**config.mk**
```make
export PLATFORM = sky130hd
export DESIGN_NAME = minimig_autoconfig_chain
export DESIGN_NICKNAME = d
export VERILOG_FILES = /design/src/rtl/minimig_autoconfig_pkg.sv /design/src/rtl/minimig_autoconfig_rom.sv /design/src/rtl/minimig_autoconfig_chain.sv
export SDC_FILE = /design/constraint.sdc
export NUM_CORES = 1
export LEC_CHECK = 0
export ABC_AREA = 1
export BUFFER_PORTS_ARGS = -buffer_cell sky130_fd_sc_hd__buf_2
export CAP_MARGIN = 10
export CORE_UTILIZATION = 50
export CTS_BUF_LIST = sky130_fd_sc_hd__clkbuf_4 sky130_fd_sc_hd__clkbuf_8
export DETAILED_ROUTE_END_ITERATION = 8
export GPL_TIMING_DRIVEN = 1
export HOLD_SLACK_MARGIN = 0.1
export PLACE_DENSITY = 0.77
export SYNTH_ARGS = -nofsm -noshare
export SYNTH_HDL_FRONTEND = slang
export SYNTH_SLANG_ARGS = --single-unit
export TNS_END_PERCENT = 30
```
**constraint.sdc**
```tcl
create_clock -name clk -period 4.78 [get_ports clk]
set_input_delay 0.956 -clock clk [delete_from_list [all_inputs] [get_ports clk]]
set_output_delay 0.956 -clock clk [all_outputs]
set_load 0.005 [all_outputs]
```
**src/rtl/minimig_autoconfig_pkg.sv**
```systemverilog
// Shared definitions for the autoconfig chain: register offsets, FSM states
// and the per-slot identity descriptors presented through the config ROM.
package minimig_autoconfig_pkg;

  // Largest chain supported by the descriptor tables below.
  localparam int MAX_BOARDS = 8;

  // Byte offsets inside the $E80000 config space.
  localparam logic [7:0] OFS_TYPE     = 8'h00;
  localparam logic [7:0] OFS_SIZE     = 8'h02;
  localparam logic [7:0] OFS_PROD_HI  = 8'h04;
  localparam logic [7:0] OFS_PROD_LO  = 8'h06;
  localparam logic [7:0] OFS_MFG_3    = 8'h10;
  localparam logic [7:0] OFS_MFG_2    = 8'h12;
  localparam logic [7:0] OFS_MFG_1    = 8'h14;
  localparam logic [7:0] OFS_MFG_0    = 8'h16;
  localparam logic [7:0] OFS_FLAGS_HI = 8'h40;
  localparam logic [7:0] OFS_FLAGS_LO = 8'h42;
  localparam logic [7:0] OFS_BASE_Z3  = 8'h44;
  localparam logic [7:0] OFS_BASE_Z2  = 8'h48;
  localparam logic [7:0] OFS_BASE_LO  = 8'h4A;
  localparam logic [7:0] OFS_SHUTUP   = 8'h4C;

  typedef enum logic [1:0] {
    ST_INIT,
    ST_SCAN,
    ST_ACTIVE,
    ST_DONE
  } ac_state_t;

  // Per-slot descriptors, slot 0 in the least significant field.
  localparam logic [MAX_BOARDS*8-1:0]  PRODUCT_TBL = 64'h58_57_56_55_54_53_52_51;
  localparam logic [MAX_BOARDS*16-1:0] MFG_TBL     = {MAX_BOARDS{16'h1388}};
  localparam logic [MAX_BOARDS*32-1:0] SERIAL_TBL  = {MAX_BOARDS{32'h4D49_4E49}};
  localparam logic [MAX_BOARDS*8-1:0]  FLAGS_TBL   = {MAX_BOARDS{8'h30}};

  function automatic logic [7:0] slot_product(input logic [2:0] s);
    return PRODUCT_TBL[{s, 3'b000} +: 8];
  endfunction

  function automatic logic [15:0] slot_mfg(input logic [2:0] s);
    return MFG_TBL[{s, 4'b0000} +: 16];
  endfunction

  function automatic logic [7:0] slot_flags(input logic [2:0] s);
    return FLAGS_TBL[{s, 3'b000} +: 8];
  endfunction

endpackage

```
**src/rtl/minimig_autoconfig_rom.sv**
```systemverilog
// Combinational config ROM: returns the nibble for one slot at one offset,
// already inverted where the autoconfig protocol stores fields complemented.
module minimig_autoconfig_rom
  import minimig_autoconfig_pkg::*;
(
  input  logic [2:0] slot,
  input  logic [7:0] offset,
  input  logic [3:0] size,
  input  logic       zorro3,
  output logic [3:0] nibble
);

  logic [7:0]  product;
  logic [15:0] mfg;
  logic [7:0]  flags;
  logic [3:0]  raw;
  logic        true_ofs;

  // Nibble lookup; only type, size and flag nibbles are stored uninverted.
  always_comb begin
    product  = slot_product(slot);
    mfg      = slot_mfg(slot);
    flags    = slot_flags(slot);
    raw      = 4'h0;
    true_ofs = 1'b0;
    case (offset)
      OFS_TYPE:     begin raw = zorro3 ? 4'b1000 : 4'b1100; true_ofs = 1'b1; end
      // size code field; its MSB is the chained-board bit
      OFS_SIZE:     begin raw = size; true_ofs = 1'b1; end
      OFS_PROD_HI:  raw = product[7:4];
      OFS_PROD_LO:  raw = product[3:0];
      OFS_MFG_3:    raw = mfg[15:12];
      OFS_MFG_2:    raw = mfg[11:8];
      OFS_MFG_1:    raw = mfg[7:4];
      OFS_MFG_0:    raw = mfg[3:0];
      OFS_FLAGS_HI: begin raw = flags[7:4]; true_ofs = 1'b1; end
      OFS_FLAGS_LO: begin raw = flags[3:0]; true_ofs = 1'b1; end
      default:      raw = 4'h0;
    endcase
    nibble = true_ofs ? raw : ~raw;
  end

endmodule

```
**src/rtl/minimig_autoconfig_chain.sv**
```systemverilog
// Autoconfig chain controller: walks the enabled slots one at a time, serves
// the active slot's config ROM and records the base address the OS assigns.
module minimig_autoconfig_chain
  import minimig_autoconfig_pkg::*;
#(
  parameter int NUM_BOARDS = 3,
  parameter int IDX_W      = $clog2(NUM_BOARDS + 1)
) (
  input  logic                    clk,
  input  logic                    reset,
  input  logic                    clk7_en,
  input  logic [6:0]              address_in,
  input  logic [15:0]             data_in,
  output logic [15:0]             data_out,
  input  logic                    rd,
  input  logic                    hwr,
  input  logic                    lwr,
  input  logic                    sel,
  input  logic [NUM_BOARDS-1:0]   board_enable,
  input  logic [4*NUM_BOARDS-1:0] board_size,
  input  logic [NUM_BOARDS-1:0]   board_zorro3,
  output logic [NUM_BOARDS-1:0]   board_configured,
  output logic [16*NUM_BOARDS-1:0] board_base,
  output logic [IDX_W-1:0]        active_board,
  output logic                    autoconfig_done
);

  ac_state_t                state_reg;
  logic [IDX_W-1:0]         idx_reg;
  logic [NUM_BOARDS-1:0]    en_reg;
  logic [NUM_BOARDS-1:0]    z3_reg;
  logic [4*NUM_BOARDS-1:0]  size_reg;
  logic [NUM_BOARDS-1:0]    cfg_reg;
  logic [16*NUM_BOARDS-1:0] base_reg;
  logic [3:0]               pend_reg;
  logic                     wr_prev_reg;
  logic                     done_reg;
  logic [15:0]              data_out_reg;

  logic [NUM_BOARDS-1:0]    slot_hit;
  logic                     cur_en;
  logic                     cur_z3;
  logic [3:0]               cur_size;
  logic [7:0]               offset;
  logic                     wr_strobe;
  logic                     wr_event;
  logic [2:0]               rom_slot;
  logic [3:0]               rom_nibble;

  // One-hot decode of the current slot index; the null index hits nothing.
  for (genvar gi = 0; gi < NUM_BOARDS; gi++) begin : g_hit
    assign slot_hit[gi] = (idx_reg == IDX_W'(gi));
  end

  assign offset    = {address_in, 1'b0};
  assign wr_strobe = sel & (hwr | lwr);
  assign wr_event  = clk7_en & wr_strobe & ~wr_prev_reg;
  assign rom_slot  = 3'(idx_reg);

  // Select the latched attributes of the current slot.
  always_comb begin
    cur_en   = |(en_reg & slot_hit);
    cur_z3   = |(z3_reg & slot_hit);
    cur_size = 4'h0;
    for (int i = 0; i < NUM_BOARDS; i++) begin
      if (slot_hit[i]) cur_size = size_reg[i*4 +: 4];
    end
  end

  minimig_autoconfig_rom u_rom (
    .slot   (rom_slot),
    .offset (offset),
    .size   (cur_size),
    .zorro3 (cur_z3),
    .nibble (rom_nibble)
  );

  // Strobe history for edge detection, advanced only on bus-cycle enables.
  always_ff @(posedge clk) begin
    if (reset) wr_prev_reg <= 1'b0;
    else if (clk7_en) wr_prev_reg <= wr_strobe;
  end

  // Chain FSM plus the configured/base registers it owns.
  always_ff @(posedge clk) begin
    if (reset) begin
      state_reg <= ST_INIT;
      idx_reg   <= '0;
      en_reg    <= '0;
      z3_reg    <= '0;
      size_reg  <= '0;
      cfg_reg   <= '0;
      base_reg  <= '0;
      pend_reg  <= 4'h0;
      done_reg  <= 1'b0;
    end else begin
      case (state_reg)
        ST_INIT: begin
          en_reg    <= board_enable;
          z3_reg    <= board_zorro3;
          size_reg  <= board_size;
          idx_reg   <= '0;
          pend_reg  <= 4'h0;
          state_reg <= ST_SCAN;
        end
        ST_SCAN: begin
          if (idx_reg == IDX_W'(NUM_BOARDS)) begin
            state_reg <= ST_DONE;
            done_reg  <= 1'b1;
          end else if (cur_en) begin
            state_reg <= ST_ACTIVE;
          end else begin
            idx_reg  <= idx_reg + IDX_W'(1);
            pend_reg <= 4'h0;
          end
        end
        ST_ACTIVE: begin
          if (wr_event) begin
            case (offset)
              OFS_BASE_LO: pend_reg <= data_in[15:12];
              OFS_BASE_Z2: begin
                if (!cur_z3) begin
                  for (int i = 0; i < NUM_BOARDS; i++) begin
                    if (slot_hit[i]) begin
                      base_reg[i*16 +: 16] <= {8'h00, data_in[15:12], pend_reg};
                      cfg_reg[i]           <= 1'b1;
                    end
                  end
                  idx_reg   <= idx_reg + IDX_W'(1);
                  pend_reg  <= 4'h0;
                  state_reg <= ST_SCAN;
                end
              end
              OFS_BASE_Z3: begin
                if (cur_z3) begin
                  for (int i = 0; i < NUM_BOARDS; i++) begin
                    if (slot_hit[i]) begin
                      base_reg[i*16 +: 16] <= data_in;
                      cfg_reg[i]           <= 1'b1;
                    end
                  end
                  idx_reg   <= idx_reg + IDX_W'(1);
                  pend_reg  <= 4'h0;
                  state_reg <= ST_SCAN;
                end
              end
              OFS_SHUTUP: begin
                idx_reg   <= idx_reg + IDX_W'(1);
                pend_reg  <= 4'h0;
                state_reg <= ST_SCAN;
              end
              default: ;
            endcase
          end
        end
        ST_DONE: done_reg <= 1'b1;
        default: state_reg <= ST_INIT;
      endcase
    end
  end

  // Registered read path; nothing is presented outside ACTIVE.
  always_ff @(posedge clk) begin
    if (reset) data_out_reg <= 16'h0000;
    else if (sel && rd)
      data_out_reg <= (state_reg == ST_ACTIVE) ? {rom_nibble, 12'hFFF} : 16'hFFFF;
    else data_out_reg <= 16'h0000;
  end

  assign data_out         = data_out_reg;
  assign board_configured = cfg_reg;
  assign board_base       = base_reg;
  assign active_board     = idx_reg;
  assign autoconfig_done  = done_reg;

endmodule

```
; ---- Yosys cells after proc, flatten, opt, wreduce, memory -nomap -nowiden
; Index checks and enable logic that the tools add are counted.
[word_totals]
register_bits = 95
input_bits = 48
out_inout_bits = 70
elab_cells = 127
[classes]
addsub = 1
eq_ne = 36
shift = 3
mux = 46
n_bitwise = 9
reduce_logical = 19
[ops]
columns = operator, count
row1 = $shiftx A128 B7 Y16 const A, 1
row2 = $shiftx A64 B6 Y8 const A, 2
row3 = $mux W16, 7
row4 = $mux W48, 2
row5 = $pmux W48 S2, 1
row6 = $eq A7 B6 Y1 const B, 6
row7 = $pmux W4 S10, 1
row8 = $mux W4, 9
row9 = $reduce_and A7 Y1, 5
row10 = $eq A7 B4 Y1 const B, 4
row11 = $pmux W2 S3, 4
row12 = $ne A2 B2 Y1 const B, 11
row13 = $mux W2, 10
row14 = $pmux W4 S4, 1
row15 = $eq A7 B2 Y1 const B, 2
row16 = $pmux W4 S3, 1
row17 = $mux W3, 3
row18 = $eq A2 B2 Y1 const B, 4
row19 = $logic_not A8 Y1, 1
row20 = $eq A7 B1 Y1 const B, 1
row21 = $and A3 B3 Y3, 2
row22 = $ne A3 B3 Y1 const B, 2
row23 = $pmux W3 S2, 1
row24 = $reduce_and A6 Y1, 1
row25 = 21 further kinds, 32

; ---- Depth between registers and ports, before layout
[depth]
depth_word = 8
depth_mapped = 13
depth_no_buf = 12

; ---- Hierarchy
; A second synthesis with hierarchy kept.
[unflattened]
cells_unflattened = 611
area_unflattened_um2 = 4265.3
[modules_own_cells]
columns = module, instances, cells_per_inst, area_each_um2, seq_area_each_um2
row1 = minimig_autoconfig_chain, 1, 540, 3923.8, 1681.6
row2 = minimig_autoconfig_rom, 1, 71, 341.6, 0.0

; ---- Least setup slack after synthesis
; No wires, ideal clock.
[synth_timing]
path_kind = input port to flip-flop
startpoint = input address_in[6]
endpoint = register base_reg[10], in the netlist board_base[10]
arrival_time_ns = 2.108
t_required_ns = 4.648
slack_ns = 2.540
path_stages = 11
n_path_buf = 1
path_cell_list = inv_1 nand2_1 nor2_4 nand2_2 nand2_8 nand2_8 nor2_8 nand2_4 buf_4 nand2_1 a21oi_1
[synth_via]
elab_chain_cells = 3
word_cells_on_any_way = 9
[synth_rtl]
columns = item, line_no
row1 = start: declaration, minimig_autoconfig_chain.sv:12  ; input logic [6:0] address_in,
row2 = $eq A7 B6 Y1, minimig_autoconfig_chain.sv:119  ; case (offset)
row3 = $ne A2 B2 Y1 (no source line) (tied with other cells), n/a
row4 = $reduce_and A7 Y1 (no source line), n/a
row5 = end signal: indexed assignment, minimig_autoconfig_chain.sv:125  ; base_reg[i*16 +: 16] <= {8'h00, data_in[15:12], pend_reg};
row6 = end signal: indexed assignment, minimig_autoconfig_chain.sv:138  ; base_reg[i*16 +: 16] <= data_in;
row7 = end: declaration, minimig_autoconfig_chain.sv:34  ; logic [16*NUM_BOARDS-1:0] base_reg;
; Several ways; a longest one is shown, not always the timed one.
; A chain may end at the register's enable or synchronous reset.

; ---- Final worst setup path
[layout_timing]
startpoint = input address_in[2]
endpoint = register base_reg[14], in the netlist board_base[14]
; The elaborated chain is that of the path after synthesis.

==> impl_metrics.ini <==
[power_and_ir_drop]
powerDensity_nw_per_um2 = 389
p_total_mw = 1.87
vdd_drop_max_uv = 341
total_leakage_power_nw = 2.32

[critical_path]
reg2reg_to = board_base[27]
cp-start-kind = input port
crit_chain = buf_2, nor2_1, nand3_1, nor2_2, nand2_1, o21ai_2, nor2_8, nand2_4, nand2_1, a21oi_1
worst-r2r-cell-count = 9
worst-endpoint-arrival_ns = 2.72
cpMostUsedCell = nand2_1
crit_family = simple AND/OR/NAND/NOR gates
crit_required_ns = 5.06
path_buf_inv = 1
r2r_slack_ns = 2.34
endpoint_kind = register
critPathMaxStageDelay_ns = 0.45
timing.rr.start = active_board[0]
cp.depth = 10
path_class = input port to register
worstPathMaxFanout = 17
cp_slowest_cell = nor2_2

[timing]
rsz0062_at_grt = false
whs_ns = 0.459
final.setup.tns_ns = 0
max_freq_ghz = 0.410
fin_crit_sh_pct = 51.0
slew_headroom_pct = 53.2
setup_viol = 0
drv_slew = 0
final-hold-violation-count = 0
tightest_slew_ns = 0.702
fin_crit_ns = 2.44
final.setup_skew_ns = 0.0149

[clocking]
clk_latency_ns = 0.36
numCtsBuffers = 9
clk_pin_slew_ns = 0.09
ctsResizeCount = 0
cts_buffer_depth = 2
cts_tree = done
htree_levels = 3
cts.sinks = 84
postCtsHoldBufs = 0
cts_root_buf = clkbuf_8
cts_setup_buffers = 0

[cells_and_area]
nets = 727
antenna_cells = 0
layout.cells.most_common = nand2_1
fillers = 745
area_growth_pct = 16.2
layout-drive-gt1-share_pct = 23.3
largest_reg_flops = 48
fin_area_um2 = 4820
final_cell_mix = nand2_1 (122), buf_2 (117), dfxtp_1 (84), nand3_1 (78), nor2_1 (78)

[route]
vias = 4117
wire_per_inst_um = 13.5
via_per_inst = 5.30
drt-met1-wl_mm = 5.00
drt_iter0_markers = 297
drc = 0
ant_nets = 0
first_pass_iters = 7
routed-wl-met3_um = 601
routed-wl-met2_mm = 4.83
top_layer = met4
drt-total-wl_mm = 10.5

[yosys]
ys_seq_elements = 84
synth_flop_cell = dfxtp_1
synth-simple-area-share_pct = 34.3
synth_cells = 579
synth-compound-area-share_pct = 12.3
synthesis.nets = 636
synth.area.mux_share_pct = 0
async_reset_ff_share_pct = 0
synth_edf_count = 0
synth_area_um2 = 4150
synth_xor_area_share_pct = 0
syn_avg_cell_area_um2 = 7.16
yosys_warnings = 0
yosysUniqueCellTypes = 29
synth_top_family_by_area = simple AND/OR/NAND/NOR gates
synth_fa_ha_area_share_pct = 2.71
synth-seq-area-share_pct = 40.5

[grt]
track_usage_pct = 25.3
grt_overflow = 0
grt_pass1_wl_mm = 17.5
grt_pass1_vias = 3668
grt_max_degree = 56
antenna_found_initial = 0

[min_path]
whs_path_depth = 2
worstHoldEndpoint = board_configured[2]
hp-start = board_configured[2]
hold_class = register to register

[floorplan]
die_x_um = 93.1
die_y_um = 93.1
initial_utilization_pct = 52.6
dieArea_um2 = 8660
coreArea_um2 = 7890
io_pins = 118
num_rows = 32

[run_status]
status = finished clean

[placement]
gp_congestion = 0.959
port_buffers = 117
placed_area_um2 = 4630
dp_hpwl_mm = 7.84

[run]
maxCapViolCount = 0
## synth_stat cells (2+ instances only)
cell	count	area, um^2
buf_6	4	45.0
nand2_8	2	40.0
nand2_4	4	45.0
nor2_2	2	12.5
nor2_8	4	80.1
clkbuf_1	13	48.8
nand4_1	7	43.8
o21ai_0	26	130
nor2_4	3	33.8
buf_2	5	25.0
nor2_1	78	293
buf_4	16	120
dfxtp_1	84	1680
inv_1	46	173
a21oi_1	63	315
inv_2	2	7.51
a21oi_2	2	17.5
nand2_1	122	458
ha_1	9	113
nand3_1	78	390
## kinds of logic after synthesis
| family | count (synthesis) |
|---|---|
| AOI/OAI and AO/OA | 96 |
| and+or+nand+nor | 304 |
| buffers and inverters | 86 |
| DFF | 84 |
| adders and majority gates | 9 |
## report_power, final
| group | switching (mW) | internal [mW] |
|---|---|---|
| Clock | 0.288 | 0.203 |
| Combinational | 0.365 | 0.180 |
| Sequential | 0.0515 | 0.785 |
| Total | 0.705 | 1.17 |
## per-stage QoR
step | setup WS [ns] | instances | utilization (%)
2_1_floorplan | 2.54 | 579 | -
3_3_place_gp | 2.07 | 761 | 58.7
3_5_place_dp | 1.98 | 761 | 58.7
4_1_cts | 2.34 | 777 | 61.1
5_1_grt | 2.13 | 777 | 61.1
6_report | 2.34 | 777 | 61.1
## per-layer routing
layer / track usage [%] / vias up
li1: - / 2046
met4: 5.38 / 0
met3: 4.15 / 7
met2: 39.8 / 140
met1: 36.4 / 1924
met5: 0 / -
## worst register-to-register path, stage by stage (launching register included)
cell,delay [ns]
dfxtp_1,0.37
inv_1,0.13
ha_1,0.44
nand2_1,0.12
nand3_2,0.16
o21ai_4,0.11
nor2_8,0.53
nand2_4,0.25
nand2_1,0.14
a21oi_1,0.07
## worst max path at each step
stage | start | to | slack [ns]
4_1_cts | active_board[0] | board_base[27] | 2.34
5_1_grt | active_board[0] | board_base[19] | 2.13
3_5_place_dp | address_in[2] | board_base[10] | 1.98
6_report | address_in[2] | board_base[14] | 2.34
3_3_place_gp | address_in[0] | board_base[20] | 2.07
2_1_floorplan | address_in[6] | board_base[10] | 2.54
## area by class of cell
class,count,area (um^2),share of cell area [%]
Multi-Input combinational cell,409,2050,42.5
Sequential cell,84,1680,34.9
Timing Repair Buffer,118,593,12.3
Inverter,48,180,3.74
Tap cell,102,128,2.65
Clock buffer,9,124,2.57
Clock inverter,7,66.3,1.38
No activity file was read; power rests on OpenSTA's default activity.
